`config.mk`:
```
export PLATFORM = sky130hd
export DESIGN_NAME = dco_stim_gen
export DESIGN_NICKNAME = d
export VERILOG_FILES = /design/src/rtl/dco_stim_gen.sv
export SDC_FILE = /design/constraint.sdc
export NUM_CORES = 1
export LEC_CHECK = 0
export ABC_CLOCK_PERIOD_IN_PS = 3300
export CORE_UTILIZATION = 45
export DETAILED_ROUTE_END_ITERATION = 8
export GPL_TIMING_DRIVEN = 0
export PLACE_DENSITY_LB_ADDON = 0.05
export SYNTH_ARGS = -nofsm -noshare
export SYNTH_HDL_FRONTEND = slang
export SYNTH_SLANG_ARGS = --single-unit
export TNS_END_PERCENT = 10
```
`constraint.sdc`:
```
create_clock -name clk -period 3.3 [get_ports clk]
set_clock_uncertainty 0.15 [all_clocks]
set_input_delay 0.99 -clock clk [delete_from_list [all_inputs] [get_ports clk]]
set_output_delay 0.99 -clock clk [all_outputs]
set_load 0.05 [all_outputs]
```
`src/rtl/dco_stim_gen.sv`:
```
// Phase-accumulator stimulus generator: 5-bit code -> square-wave "VCO", reference window clock
// and the expected rising-edge count per window. Optional macro DCO_SWEEP_EN adds a code-sweep input.
module dco_stim_gen #(
  parameter int               CODE_W  = 5,
  parameter int               ACC_W   = 16,
  parameter logic [ACC_W-1:0] OFFSET  = 16'h0800,
  parameter logic [ACC_W-1:0] STEP    = 16'h0100,
  parameter int               REF_DIV = 256,
  parameter int               CNT_W   = 10
) (
  input  logic              clk,
  input  logic              reset,
  input  logic              enable,
  input  logic [CODE_W-1:0] code_in,
  input  logic              code_valid,
`ifdef DCO_SWEEP_EN
  input  logic              sweep,
`endif
  output logic              code_ready,
  output logic [CODE_W-1:0] code_active,
  output logic              vco_out,
  output logic              ref_out,
  output logic [CNT_W-1:0]  exp_count,
  output logic              exp_valid
);

  localparam int                REF_CW  = (REF_DIV > 1) ? $clog2(REF_DIV) : 1;
  localparam logic [REF_CW-1:0] REF_TC  = REF_CW'(REF_DIV - 1);
  localparam logic [CNT_W-1:0]  CNT_MAX = '1;

  logic [ACC_W-1:0]  r_acc;
  logic [REF_CW-1:0] r_ref_cnt;
  logic              r_ref_out;
  logic [CNT_W-1:0]  r_edge_cnt;
  logic [CNT_W-1:0]  r_exp_count;
  logic              r_exp_valid;
  logic [CODE_W-1:0] r_code_active;
  logic [CODE_W-1:0] r_pend_code;
  logic              r_pending;

  logic [ACC_W-1:0]  w_fcw;
  logic [ACC_W:0]    w_sum;
  logic              w_wrap;
  logic              w_rise;
  logic              w_ref_tc;
  logic              w_ref_fall;
  logic [CNT_W-1:0]  w_edge_next;
  logic              w_code_ready;
  logic              w_sweep_load;
  logic              w_take;
  logic              w_apply;

  assign w_fcw    = OFFSET + (ACC_W'(r_code_active) * STEP);
  assign w_sum    = {1'b0, r_acc} + {1'b0, w_fcw};
  assign w_wrap   = w_sum[ACC_W];
  // A vco_out rising edge is the accumulator MSB going 0 -> 1 at this clock.
  assign w_rise   = ~r_acc[ACC_W-1] & w_sum[ACC_W-1];
  assign w_ref_tc   = (r_ref_cnt == REF_TC);
  assign w_ref_fall = r_ref_out & w_ref_tc;
  assign w_edge_next = (w_rise && (r_edge_cnt != CNT_MAX)) ? r_edge_cnt + CNT_W'(1) : r_edge_cnt;

`ifdef DCO_SWEEP_EN
  assign w_sweep_load = sweep & r_exp_valid;
  assign w_code_ready = ~r_pending & ~sweep;
`else
  assign w_sweep_load = 1'b0;
  assign w_code_ready = ~r_pending;
`endif

  assign w_take  = code_valid & w_code_ready;
  // Apply only on a carry so the phase never jumps and no runt pulse appears.
  assign w_apply = r_pending & (~enable | w_wrap);

  always_ff @(posedge clk or posedge reset) begin
    if (reset) begin
      r_acc       <= '0;
      r_ref_cnt   <= '0;
      r_ref_out   <= 1'b0;
      r_edge_cnt  <= '0;
      r_exp_count <= '0;
      r_exp_valid <= 1'b0;
    end else if (!enable) begin
      r_acc       <= '0;
      r_ref_cnt   <= '0;
      r_ref_out   <= 1'b0;
      r_edge_cnt  <= '0;
      r_exp_valid <= 1'b0;
    end else begin
      r_acc     <= w_sum[ACC_W-1:0];
      r_ref_cnt <= w_ref_tc ? '0 : r_ref_cnt + REF_CW'(1);
      if (w_ref_tc) begin
        r_ref_out <= ~r_ref_out;
      end
      if (w_ref_fall) begin
        r_exp_count <= w_edge_next;
        r_exp_valid <= 1'b1;
        r_edge_cnt  <= '0;
      end else begin
        r_exp_valid <= 1'b0;
        if (r_ref_out) begin
          r_edge_cnt <= w_edge_next;
        end
      end
    end
  end

  always_ff @(posedge clk or posedge reset) begin
    if (reset) begin
      r_code_active <= '0;
      r_pend_code   <= '0;
      r_pending     <= 1'b0;
    end else if (w_sweep_load) begin
      r_pend_code <= r_code_active + CODE_W'(1);
      r_pending   <= 1'b1;
    end else if (w_apply) begin
      r_code_active <= r_pend_code;
      r_pending     <= 1'b0;
    end else if (w_take) begin
      r_pend_code <= code_in;
      r_pending   <= 1'b1;
    end
  end

  assign code_ready  = w_code_ready;
  assign code_active = r_code_active;
  assign vco_out     = r_acc[ACC_W-1];
  assign ref_out     = r_ref_out;
  assign exp_count   = r_exp_count;
  assign exp_valid   = r_exp_valid;

endmodule

```
==> summary.txt, run 1 <==
STA
  • Worst Tran Pin Value: between 0.5 and 0.6 ns
  • Period utilization: about 96%
  • Setup slack after layout: approximately 0.15 ns
  • Final Max Slew Viols: 0
  • Hold Fails Final Rpt: 0
  • Minimum clock period: between 3 and 4 ns
  • Hold_ws: roughly 0.33 ns
  • F_max: 317.2 MHz
  • Unrepaired setup endpoints after global routing: no
  • Count of final setup violators: 0
  • Slew headroom: approximately 63%

Worst setup path
  • Critical path cell sequence: ha_1, ha_1, fa_2, a21o_1, a21oi_2, nor2b_1, o21a_1, ha_2, and3_4, o211a_1, and2_1, mux2_2
  • Worst Setup Path Type: reg2reg
  • Endpoint class of the critical path: register
  • WP data required: 3.35 ns
  • Crit path top cell by count: ha_1
  • Critical Path AT: between 3 and 4 ns
  • Startpoint types: register
  • Slowest stage delay, CP: about 0.42 ns
  • CP max-delay cell: dfrtp_2
  • Worst-path maximum fanout: 6

Floorplan
  • Rows: 26
  • Initial Utilization: about 48%
  • Full die area: between 5000 and 6000 um^2
  • Std-Cell Core Area: roughly 5200 um^2
  • I/O pin count: 28
  • Die Width: 76.33 um
  • Die height: 76.33 um

Yosys
  • Area fraction of the dominant cell type after synthesis: between 40% and 50%
  • Commonest cells post-synth: 49 x dfrtp_1, 18 x nand2_1, 18 x o21ai_0
  • Top-count cell post-synth: dfrtp_1
  • Synth cell types: 45
  • Area leader, netlist: dfrtp_1
  • Asr flop ratio synth: 100.0%
  • Ys flop type: dfrtp_1
  • Mapped cell area: 2486 um^2
  • Seq cells post-synth: 49
  • Mean post-synth cell area: around 11 um^2
  • Synth warn: 0
  • Ranking of synthesized cells by area: dfrtp_1 49%, ha_1 6.5%, mux2_2 5.4%
  • Seq/Total Area, Yosys: between 40% and 50%
  • Cells after synthesis: about 230
  • Post-Syn Nets: 250
  • EDFF count, synth: 0

Detailed routing
  • Vias per cell: approximately 5.2
  • 1st-pass router iterations: 4
  • Vias: 1,740
  • Routed wire length: around 4.6 mm
  • Initial DRC Count: 71
  • ANT nets after route: 0
  • DR DRC count: 0
  • Avg WL per Cell: ~14 um

Cells and area
  • Antenna fix cells: 0
  • Final std cells w/o fill: approximately 330
  • P&R area growth vs syn: 20.48%
  • Seq. cell area: 1227 um^2
  • Final core utilization: a little under three fifths
  • Share of cells above drive strength 1: between 10 and 15%
  • Fill count: between 400 and 500
  • Nets: 285
  • Multi-input gate area: roughly 1200 um^2

Global route
  • First-pass GRT wire length: approximately 8.2 mm
  • Number of global-route vias before repair: between 1,500 and 2,000
  • Gr usage total: ~18%
  • GR Overflow Total: 0
  • Largest net degree at the start of global routing: 35
  • Initial antenna violation count: 0

Clock network
  • TritonCTS clock tree: yes
  • CTS Buf Count: 5
  • Worst skew pair latency: approximately 0.3 ns
  • Clock-pin slew of the registers on the worst-case setup and hold paths: 0.09 ns
  • Hold-fix buffer count after cts: 0
  • TritonCTS Sinks: 49
  • CTS Root Cell: clkbuf_8
  • Post-CTS Setup Bufs: 0
  • CTS max path bufs: 2
  • H-tree Lvls: 2
  • CTS resizes: 1

Power and ir drop
  • VDD IR-drop max: roughly 0.00042 V
  • Overall Power: approximately 1800 uW
  • Power per cell area: ~610 nW/um^2
  • Leak pwr: between 0.001 and 0.0015 uW

Placed design
  • Routability cong.: between 0.7 and 0.8
  • DP HPWL: roughly 3.4 mm
  • Pre-CTS WS: -0.04731 ns
  • Dpl cells: ~330
  • Port bufs: 27

Run
  • Max Cap Viol: 0

Hold path
  • Hold crit path type: reg2reg

Outcome
  • Status: finished, final reports clean
## placed cells by master (no fill, tap or decap), drive strengths merged, types with 6 or more instances in the layout
cell and n:
mux2 12, and2 6, nand3 6, o21ai 20
a21oi 8, nand2 18, ha 13, nor2 14
dfrtp 49, clkbuf 9, inv 11, xnor2 6
clkdlybuf4s50 27, xor2 7, and3 7
## logic make-up after synthesis
logic type | share of synthesized area (%)
adders and majority gates | 7.348
AOI/OAI and AO/OA | 13.84
DFF | 49.32
muxes | 7.046
and+or+nand+nor | 15.15
buffers and inverters | 2.717
xor gates and xnor gates | 4.580
## metal layers
layer	vias up	track usage, %	wire, um
met1	845	22.89	2271
met4	0	5.192	57
met2	21	29.73	2151
met3	6	3.713	120
li1	868	-	-
met5	-	0	0
## report_power, final
group          leakage (uW)  switching, uW  internal (uW)
combinational      0.000667            364            284
clock             0.0000585            196            247
sequential         0.000650           53.8            688
total               0.00138            614           1220
## registers in the layout, indices dropped and copies added, names as in the netlist
signal and flops:
r_acc 8, exp_valid 1, r_edge_cnt 10, r_pending 1, r_pend_code 5, code_active 5, exp_count 10, ref_out 1
r_ref_cnt 8
## stage by stage
| stage | instance area, um^2 | TNS [ns] |
|---|---|---|
| global placement | 2845 | -0.2906 |
| CTS | 2984 | 0 |
| global route | 2995 | 0 |
| finish | 2995 | 0 |
| floorplan | 2487 | 0 |
| detailed placement | 2865 | -0.04731 |
## critical path, delay by kind of cell (launching register included)
| family | cells | cell delay (ns) |
|---|---|---|
| adders and majority gates | 4 | 1.12 |
| muxes | 1 | 0.25 |
| and+or+nand+nor | 3 | 0.45 |
| AOI/OAI and AO/OA | 4 | 0.66 |
| DFF | 1 | 0.42 |
## area by class of cell
class                   instances  share of cell area, %
inverters                      12                  1.504
well taps                      70                  2.924
plain buffers                   5                 0.7519
flip-flops and latches         49                  40.98
clock buffers                   7                  2.882
repair buffers                 28                  9.691
clock inverters                 1                  1.003
multi-input cells             161                  40.27
## final timing paths
check / end / startpoint / slack [ns] / cells after the start
max: r_edge_cnt[4]$_DFFE_PP0P_ / code_active[1]$_DFFE_PP0P_ / 0.15 / 12
min: exp_count[3]$_DFFE_PP0P_ / exp_count[3]$_DFFE_PP0P_ / 0.33 / 2
max reg2reg: r_edge_cnt[4]$_DFFE_PP0P_ / code_active[1]$_DFFE_PP0P_ / 0.15 / 12
min reg2reg: exp_count[3]$_DFFE_PP0P_ / exp_count[3]$_DFFE_PP0P_ / 0.33 / 2
max in group asynchronous: code_active[1]$_DFFE_PP0P_ / reset / 1.68 / 3
min in group asynchronous: exp_count[0]$_DFFE_PP0P_ / reset / 0.82 / 2
No activity file was read; power rests on OpenSTA's default activity.
==> run 2, diff against run 1 <==
- ABC_CLOCK_PERIOD_IN_PS: 3300 -> 2900
- SKIP_LAST_GASP: not set -> 1
- clock period: 3.3 -> 2.9 ns (I/O delays scaled with it)
==> run 2 against run 1 <==
The flow now finishes with violations (negative setup slack). Die area did not move. Via count rose by 1.3%. Global-route usage rose by 0.19 points. Hold slack got worse by 0.0011 ns. Cell area rose by 3.5%. Core utilization rose by 2.0 points. Routed wire length rose by 2.2%. Power rose by 20%. Fmax rose by 7.4%. Non-clock buffer count rose by 5. Clock power rose by 8.1%. Sequential power rose by 16%.
==> summary.txt, run 2 (same netlist as run 1, synthesis figures left out) <==
Detailed routing
  • Vias per cell: approximately 5.2
  • Avg WL per Cell: 13.91 um
  • Vias: 1,762
  • ANT nets after route: 0
  • Routed wire length: 4.701 mm
  • 1st-pass router iterations: 4
  • DR DRC count: 0
  • Initial DRC Count: 74

Cells and area
  • Commonest non-fill, non-tap cell in the layout: dfrtp_1
  • Antenna fix cells: 0
  • Share of cells above drive strength 1: between 10% and 20%
  • Final std cells w/o fill: 338
  • Final core utilization: 59.57%
  • Nets: 290
  • Most frequent cells in the layout: 45 x dfrtp_1, 27 x clkdlybuf4s50_1, 18 x nand2_1
  • Fill count: about 460
  • P&R area growth vs syn: 24.71%

Clock network
  • H-tree Lvls: 2
  • CTS max path bufs: 2
  • Hold-fix buffer count after cts: 0
  • CTS Buf Count: 5
  • Clock-pin slew of the registers on the worst-case setup and hold paths: ~0.090 ns
  • TritonCTS Sinks: between 40 and 50
  • TritonCTS clock tree: yes
  • CTS Root Cell: clkbuf_8
  • Worst skew pair latency: 0.30 ns

STA
  • Count of final setup violators: 1
  • Minimum clock period: slightly below 3 ns
  • Final Max Slew Viols: 0
  • Unrepaired setup endpoints after global routing: yes
  • Fin Setup TNS: -0.03527 ns
  • Slew headroom: between 60 and 70%
  • Hold Fails Final Rpt: 0
  • Period utilization: 101.2%
  • Worst Tran Pin Value: 0.5679 ns
  • Setup slack after layout: -0.03527 ns
  • F_max: 340.7 MHz

Floorplan
  • Rows: 26
  • Std-Cell Core Area: ~5200 um^2
  • Die height: approximately 76 um
  • I/O pin count: 28
  • Initial Utilization: 47.76%
  • Full die area: between 5000 and 6000 um^2
  • Die Width: 76.33 um

Worst setup path
  • Worst-path maximum fanout: 6
  • Worst R2R Setup Slack: -0.04 ns
  • CP startpoint: code_active[0]$_DFFE_PP0P_
  • R2r startpoint: code_active[0]$_DFFE_PP0P_
  • Critical Path AT: about 3.0 ns
  • Crit path top cell by count: ha_4
  • Startpoint types: register
  • Critical Path End: r_edge_cnt[4]$_DFFE_PP0P_
  • Slowest stage delay, CP: roughly 0.42 ns
  • CP max-delay cell: dfrtp_2
  • Worst Setup Path Type: reg2reg
  • Worst R2R End: r_edge_cnt[4]$_DFFE_PP0P_
  • Reg2reg path depth: 12
  • Critical path cell sequence: ha_1, ha_4, fa_2, a21o_1, a21oi_2, nor2b_1, o21a_1, ha_4, and3_4, o211a_1, and2_1, mux2_2
  • Endpoint class of the critical path: register
  • WP data required: 2.95 ns

Placed design
  • Routability cong.: about 0.76
  • DP HPWL: 3.399 mm
  • Dpl cells: between 300 and 400
  • Port bufs: 27

Global route
  • Number of global-route vias before repair: between 1,500 and 2,000
  • First-pass GRT wire length: 8.224 mm
  • GR Overflow Total: 0
  • Largest net degree at the start of global routing: 35
  • Initial antenna violation count: 0
  • Gr usage total: about 18%

Power and ir drop
  • Leak pwr: approximately 0.0014 uW
  • VDD IR-drop max: approximately 0.00056 V
  • Power per cell area: 708.2 nW/um^2

Hold path
  • Hold crit path type: reg2reg

Outcome
  • Status: finished, violations left
  • Failing checks: negative setup slack

Run
  • Max Cap Viol: 0
## run 2: worst max-delay path: cells and delay by family, from the launching register on
kind	cells	cell delay (ns)
flops	1	0.42
compound gates	4	0.66
mux	1	0.25
simple gates	3	0.41
fa+ha+maj	4	0.93
## run 2: power by group
group / switching [uW] / internal, uW / total (uW) / leakage (uW)
combinational: 449 / 407 / 856 / 0.000689
sequential: 71.5 / 788 / 860 / 0.000647
clock: 224 / 256 / 480 / 0.0000552
total: 744 / 1450 / 2200 / 0.00139
## run 2: worst min-delay path by stage
stage,from,end,slack [ns],cells after the start
5_1_grt,exp_count[6]$_DFFE_PP0P_,exp_count[6]$_DFFE_PP0P_,0.37,2
3_5_place_dp,exp_count[3]$_DFFE_PP0P_,exp_count[3]$_DFFE_PP0P_,0.32,2
2_1_floorplan,r_ref_cnt[0]$_DFF_PP0_,r_ref_cnt[0]$_DFF_PP0_,0.32,1
6_report,exp_count[1]$_DFFE_PP0P_,exp_count[1]$_DFFE_PP0P_,0.33,2
4_1_cts,exp_count[3]$_DFFE_PP0P_,exp_count[3]$_DFFE_PP0P_,0.34,2
3_3_place_gp,exp_count[3]$_DFFE_PP0P_,exp_count[3]$_DFFE_PP0P_,0.31,2
## run 2: routing by layer
layer  GRT usage, %  share of wire, %
met3          3.593               2.2
met4          5.192              0.98
met2          29.10                49
met1          24.08                48
met5              0                 0
## run 2: what timing repair did
action,4_1_cts,5_1_grt
pin swaps,0,9
endpoints found under the setup margin,4,9
gates resized for setup,1,8
setup buffers,3,2
## run 2: cell type report
cell class	instances	area, um^2	area share (%)
multi-input cells	161	1279	41.24
flip-flops and latches	49	1231	39.71
repair buffers	33	327.8	10.57
well taps	70	87.58	2.825
clock buffers	6	72.57	2.341
inverters	12	45.04	1.453
clock inverters	2	35.03	1.130
plain buffers	5	22.52	0.7264
## run 2: per-stage QoR
stage | total power, uW | hold slack [ns] | setup WS [ns] | instance area, um^2
detailed placement | 1644 | 0.3189 | -0.09948 | 2908
global route | 2357 | 0.3668 | -0.1309 | 3100
CTS | 2159 | 0.3408 | -0.03988 | 3048
floorplan | 1451 | 0.3169 | -0.08667 | 2530
finish | 2196 | 0.3333 | -0.03527 | 3100
global placement | 1630 | 0.3120 | -0.4510 | 2888
==> run 3, diff against run 2 <==
- CTS_CLUSTER_SIZE: not set -> 25
==> results of run 3 <==
Same layout as run 2: the final DEF is identical, and so are final timing and power.
==> variant 1, RTL diff (config.mk and constraints of run 2) <==
Change the parameter `CNT_W` from 10 to 5.
--- a/src/rtl/dco_stim_gen.sv
+++ b/src/rtl/dco_stim_gen.sv
@@ -6,7 +6,7 @@
   parameter logic [ACC_W-1:0] OFFSET  = 16'h0800,
   parameter logic [ACC_W-1:0] STEP    = 16'h0100,
   parameter int               REF_DIV = 256,
-  parameter int               CNT_W   = 10
+  parameter int               CNT_W   = 5
 ) (
   input  logic              clk,
   input  logic              reset,
Interface: changed (resized exp_count); port bits go from 28 to 23. The function was not compared with the original's and may differ.
==> variant 1 against run 2 <==
Sequential power is 17% lower. Sequential share of layout area is 0.11 points lower. Wire length is 20% lower. Sequential cell count is 10 lower. Cell area is 20% lower. Worst setup slack better by 0.14 ns. Area after synthesis is 20% lower. Power is 13% lower. Via count is 21% lower. Die area is 19% lower.
==> variant 1: results (changes against run 2) <==
Status: complete, no violations
Hold Crit Depth: 1 (-1)
Vias per cell: 5.37 (+3.1%)
Hold Path Sink: code_active[2]
Peak supply drop: 0.488 mV (-13%)
Crit-path max FO: 7 (+1)
R2r setup slk: 0.11 ns (+0.14 ns)
Synth Area in Compound Gates: 0.105 (-0.0336)
First-pass GRT wire length: 6330 um (-23%)
Worst-Margin Slew: 0.807 ns (+0.239 ns)
Routed WL per cell: 14.5 um (+4.1%)
GR Util met3: 0.0559 (+0.0200)
Layout cells sized above 1: 0.243 (+0.0488)
Synth unique cells: 46 (+2.2%)
Synth Area in Adders: 0.0979 (+0.0245)
Multiplexer area fraction after synthesis: 0.0760 (+0.00550)
Met2 WL: 1780 um (-23%)
Largest net degree at the start of global routing: 40 (+14%)
Initial DRC Count: 59 (-20%)
Met2 GRT Util: 0.305 (+0.0142)
DP Area: 2310 um2 (-21%)
Placed cells: 247 (-24%)
Routed wire length on met3: 116 um (+13%)
Hold slack: 0.345 ns (+0.0121 ns)
Vias after detailed routing: 1,397 (-21%)
Leakage: 1.08 nW (-22%)
Xor and xnor area share after synthesis: 0.0439 (-0.00186)
Post-synthesis sequential area ratio: 0.490 (-0.00356)
Worst Setup SP: code_active[1]
FMAX: 358 MHz (+5.0%)
M1 WL: 1790 um (-21%)
GRT Total Usage: 0.191 (+0.0120)
Crit path DAT: 2.82 ns (-0.16 ns)
variant 1: changes by cell type after synthesis, moves of 3 or more:
cell and delta:
and3_1 -4, mux2_4 +5, a21o_1 -4, o22ai_1 +4, nand2_1 -9, nand2b_1 -3
mux2_2 -7, o21ai_0 -17, inv_1 -3, dfrtp_1 -10
variant 1: cell type report:
class	instances	area [um2]
tap	50	62.6
fill	338	1640
timing repair buffer	28	263
sequential	39	981
inverter	9	33.8
buffer	4	26.3
clock buffer	7	76.3
multi-input combinational	123	1030
variant 1: power by group through the flow:
stage / registers, mW / clock network (mW) / logic, mW
2_1_floorplan: 0.816 / 0 / 0.486
3_3_place_gp: 0.712 / 0 / 0.740
3_5_place_dp: 0.717 / 0 / 0.778
4_1_cts: 0.710 / 0.363 / 0.812
5_1_grt: 0.723 / 0.381 / 0.948
6_report: 0.711 / 0.351 / 0.853
==> variant 2, RTL diff (settings of run 2) <==
Made on the original files. Reset style: synchronous (`reset`), changed in 2 clocked blocks.
--- a/src/rtl/dco_stim_gen.sv
+++ b/src/rtl/dco_stim_gen.sv
@@ -71,7 +71,7 @@
   // Apply only on a carry so the phase never jumps and no runt pulse appears.
   assign w_apply = r_pending & (~enable | w_wrap);
 
-  always_ff @(posedge clk or posedge reset) begin
+  always_ff @(posedge clk) begin
     if (reset) begin
       r_acc       <= '0;
       r_ref_cnt   <= '0;
@@ -104,7 +104,7 @@
     end
   end
 
-  always_ff @(posedge clk or posedge reset) begin
+  always_ff @(posedge clk) begin
     if (reset) begin
       r_code_active <= '0;
       r_pend_code   <= '0;
Function: differs if reset is asserted again (counterexample within 4 cycles, from zero or initial values and one cycle with reset high); with reset held inactive, the same outputs for 10 cycles.
==> variant 2 against run 2 <==
Sequential cell count did not move. Cell area is 3.6% lower. Worst setup slack gained 0.074 ns. Area after synthesis shrank 2.0%. Via count up 6.2%. Cell count increased by 8.0%. Critical path type unchanged. Wire length up 4.7%.
Power is not compared: it rests on default switching activity, and its combinational part moved more than twofold at a synthesized area within 25%.
==> variant 2: results (changes against run 2) <==
Critical-path top delay cell: dfxtp_4
Vias per cell: 5.13 (-1.7%)
Status: complete, no violations
Post-Syn Nets: 280 (+12%)
Crit path capture: exp_count[9]
First-pass GRT wire length: 7820 um (-4.9%)
Multiplexer area fraction after synthesis: 0.0493 (-0.0212)
Top post-synthesis cells by area: dfxtp_1 (40%), ha_1 (6.7%), mux2i_1 (4.9%), nor2_1 (4.0%), a21oi_1 (3.3%)
DP Wirelength: 3630 um (+6.7%)
DRT Pass-1 Iters: 4 (unchanged)
Clk buf depth: 2 (unchanged)
Xor and xnor area share after synthesis: 0.0503 (+0.00454)
CP Class: reg -> reg
Clock Root Buffer: clkbuf_8
Hold Path Sink: r_ref_cnt[0]
Met2 GRT Util: 0.293 (+0.00167)
NumNets Final: 317 (+9.3%)
R2r setup slk: 0.04 ns (+0.07 ns)
GRT Total Usage: 0.183 (+0.00432)
Crit path DAT: 2.95 ns (-0.03 ns)
Yosys warns: 0 (unchanged)
Post-synthesis sequential area ratio: 0.403 (-0.0905)
Top_reg_cell synth: dfxtp_1
Worst hold start: r_ref_cnt[0]
Number of cells on the worst reg-to-reg path: 12 (unchanged)
GR Util met3: 0.0463 (+0.0104)
M1 GR Usage: 0.241 (+0.000368)
Synth top cells by count: dfxtp_1 (49), nor2_1 (26), nand2_1 (17)
Initial antenna violation count: 0 (unchanged)
N_diodes: 0 (unchanged)
Leakage: 1.04 nW
Power Internal: 889 uW
Synth Area in Compound Gates: 0.162 (+0.0239)
Synth unique cells: 52 (+16%)
Worst skew pair latency: 0.31 ns
Crit path largest cell delay: 0.37 ns (-0.05 ns)
Peak supply drop: 0.223 mV
Synth Area in Adders: 0.0750 (+0.00151)
Largest net degree at the start of global routing: 17 (-51%)
Ys async rst share: 0 (-1.00)
Initial DRC Count: 80 (+8.1%)
Worst reg2reg startpoint: code_active[1]
Hold Crit Depth: 1 (-1)
Layout cells sized above 1: 0.163 (-0.0313)
Crit-path max FO: 6 (unchanged)
# port buffers: 27 (unchanged)
Hold Crit Class: reg -> reg
Hold slack: 0.302 ns (-0.0318 ns)
GP Congestion: 0.778 (+2.4%)
Filler cell count: 470 (+3.1%)
Slew HR: 0.501 (-0.119)
Num CTS Buffers: 5 (unchanged)
Vias in the first global route: 1,654 (-6.2%)
Htree depth: 2 (unchanged)
Routed WL per cell: 13.5 um (-3.0%)
variant 2: cell type report:
cell class / instances / area [um2] / area share
multi-input combinational: 189 / 1450 / 0.485
sequential: 49 / 988 / 0.331
timing repair buffer: 30 / 293 / 0.0980
tap: 70 / 87.6 / 0.0293
clock buffer: 5 / 68.8 / 0.0230
buffer: 9 / 41.3 / 0.0138
inverter: 10 / 38.8 / 0.0130
clock inverter: 3 / 21.3 / 0.00712
variant 2: per-stage QoR:
step / setup WS [ns] / instances / cell area, um2
4_1_cts: -0.0123 / 365 / 2970
2_1_floorplan: 0.0112 / 257 / 2480
3_5_place_dp: -0.0747 / 354 / 2840
6_report: 0.0385 / 365 / 2990
3_3_place_gp: -0.0470 / 354 / 2840
5_1_grt: -0.0396 / 365 / 2990
variant 2: critical path: cells and delay by family, from the launching register on:
family,cells,cell delay [ns]
xor gates and xnor gates,1,0.15
DFF,1,0.37
and+or+nand+nor,3,0.47
adders and majority gates,4,0.94
AOI/OAI and AO/OA,4,0.69
variant 2: per-layer routing:
layer	wire [um]	part of all wire	vias up
met3	147	0.030	5
met4	59	0.012	0
met2	2230	0.45	26
met5	0	0	-
met1	2490	0.50	860
li1	-	-	980
variant 2: power groups by stage:
stage          Combinational [mW]  Sequential, mW  Clock [mW]
4_1_cts                    0.0784           0.687       0.430
6_report                   0.0791           0.687       0.414
3_3_place_gp               0.0767           0.703           0
5_1_grt                    0.0869           0.688       0.457
3_5_place_dp               0.0775           0.703           0
2_1_floorplan              0.0476           0.705           0
variant 2: timing repair:
action / CTS / global route
setup endpoints to repair: 4 / 12
gates cloned: 0 / 0
pin swaps: 7 / 3
resized for setup: 2 / 4
setup buffers: 3 / 0
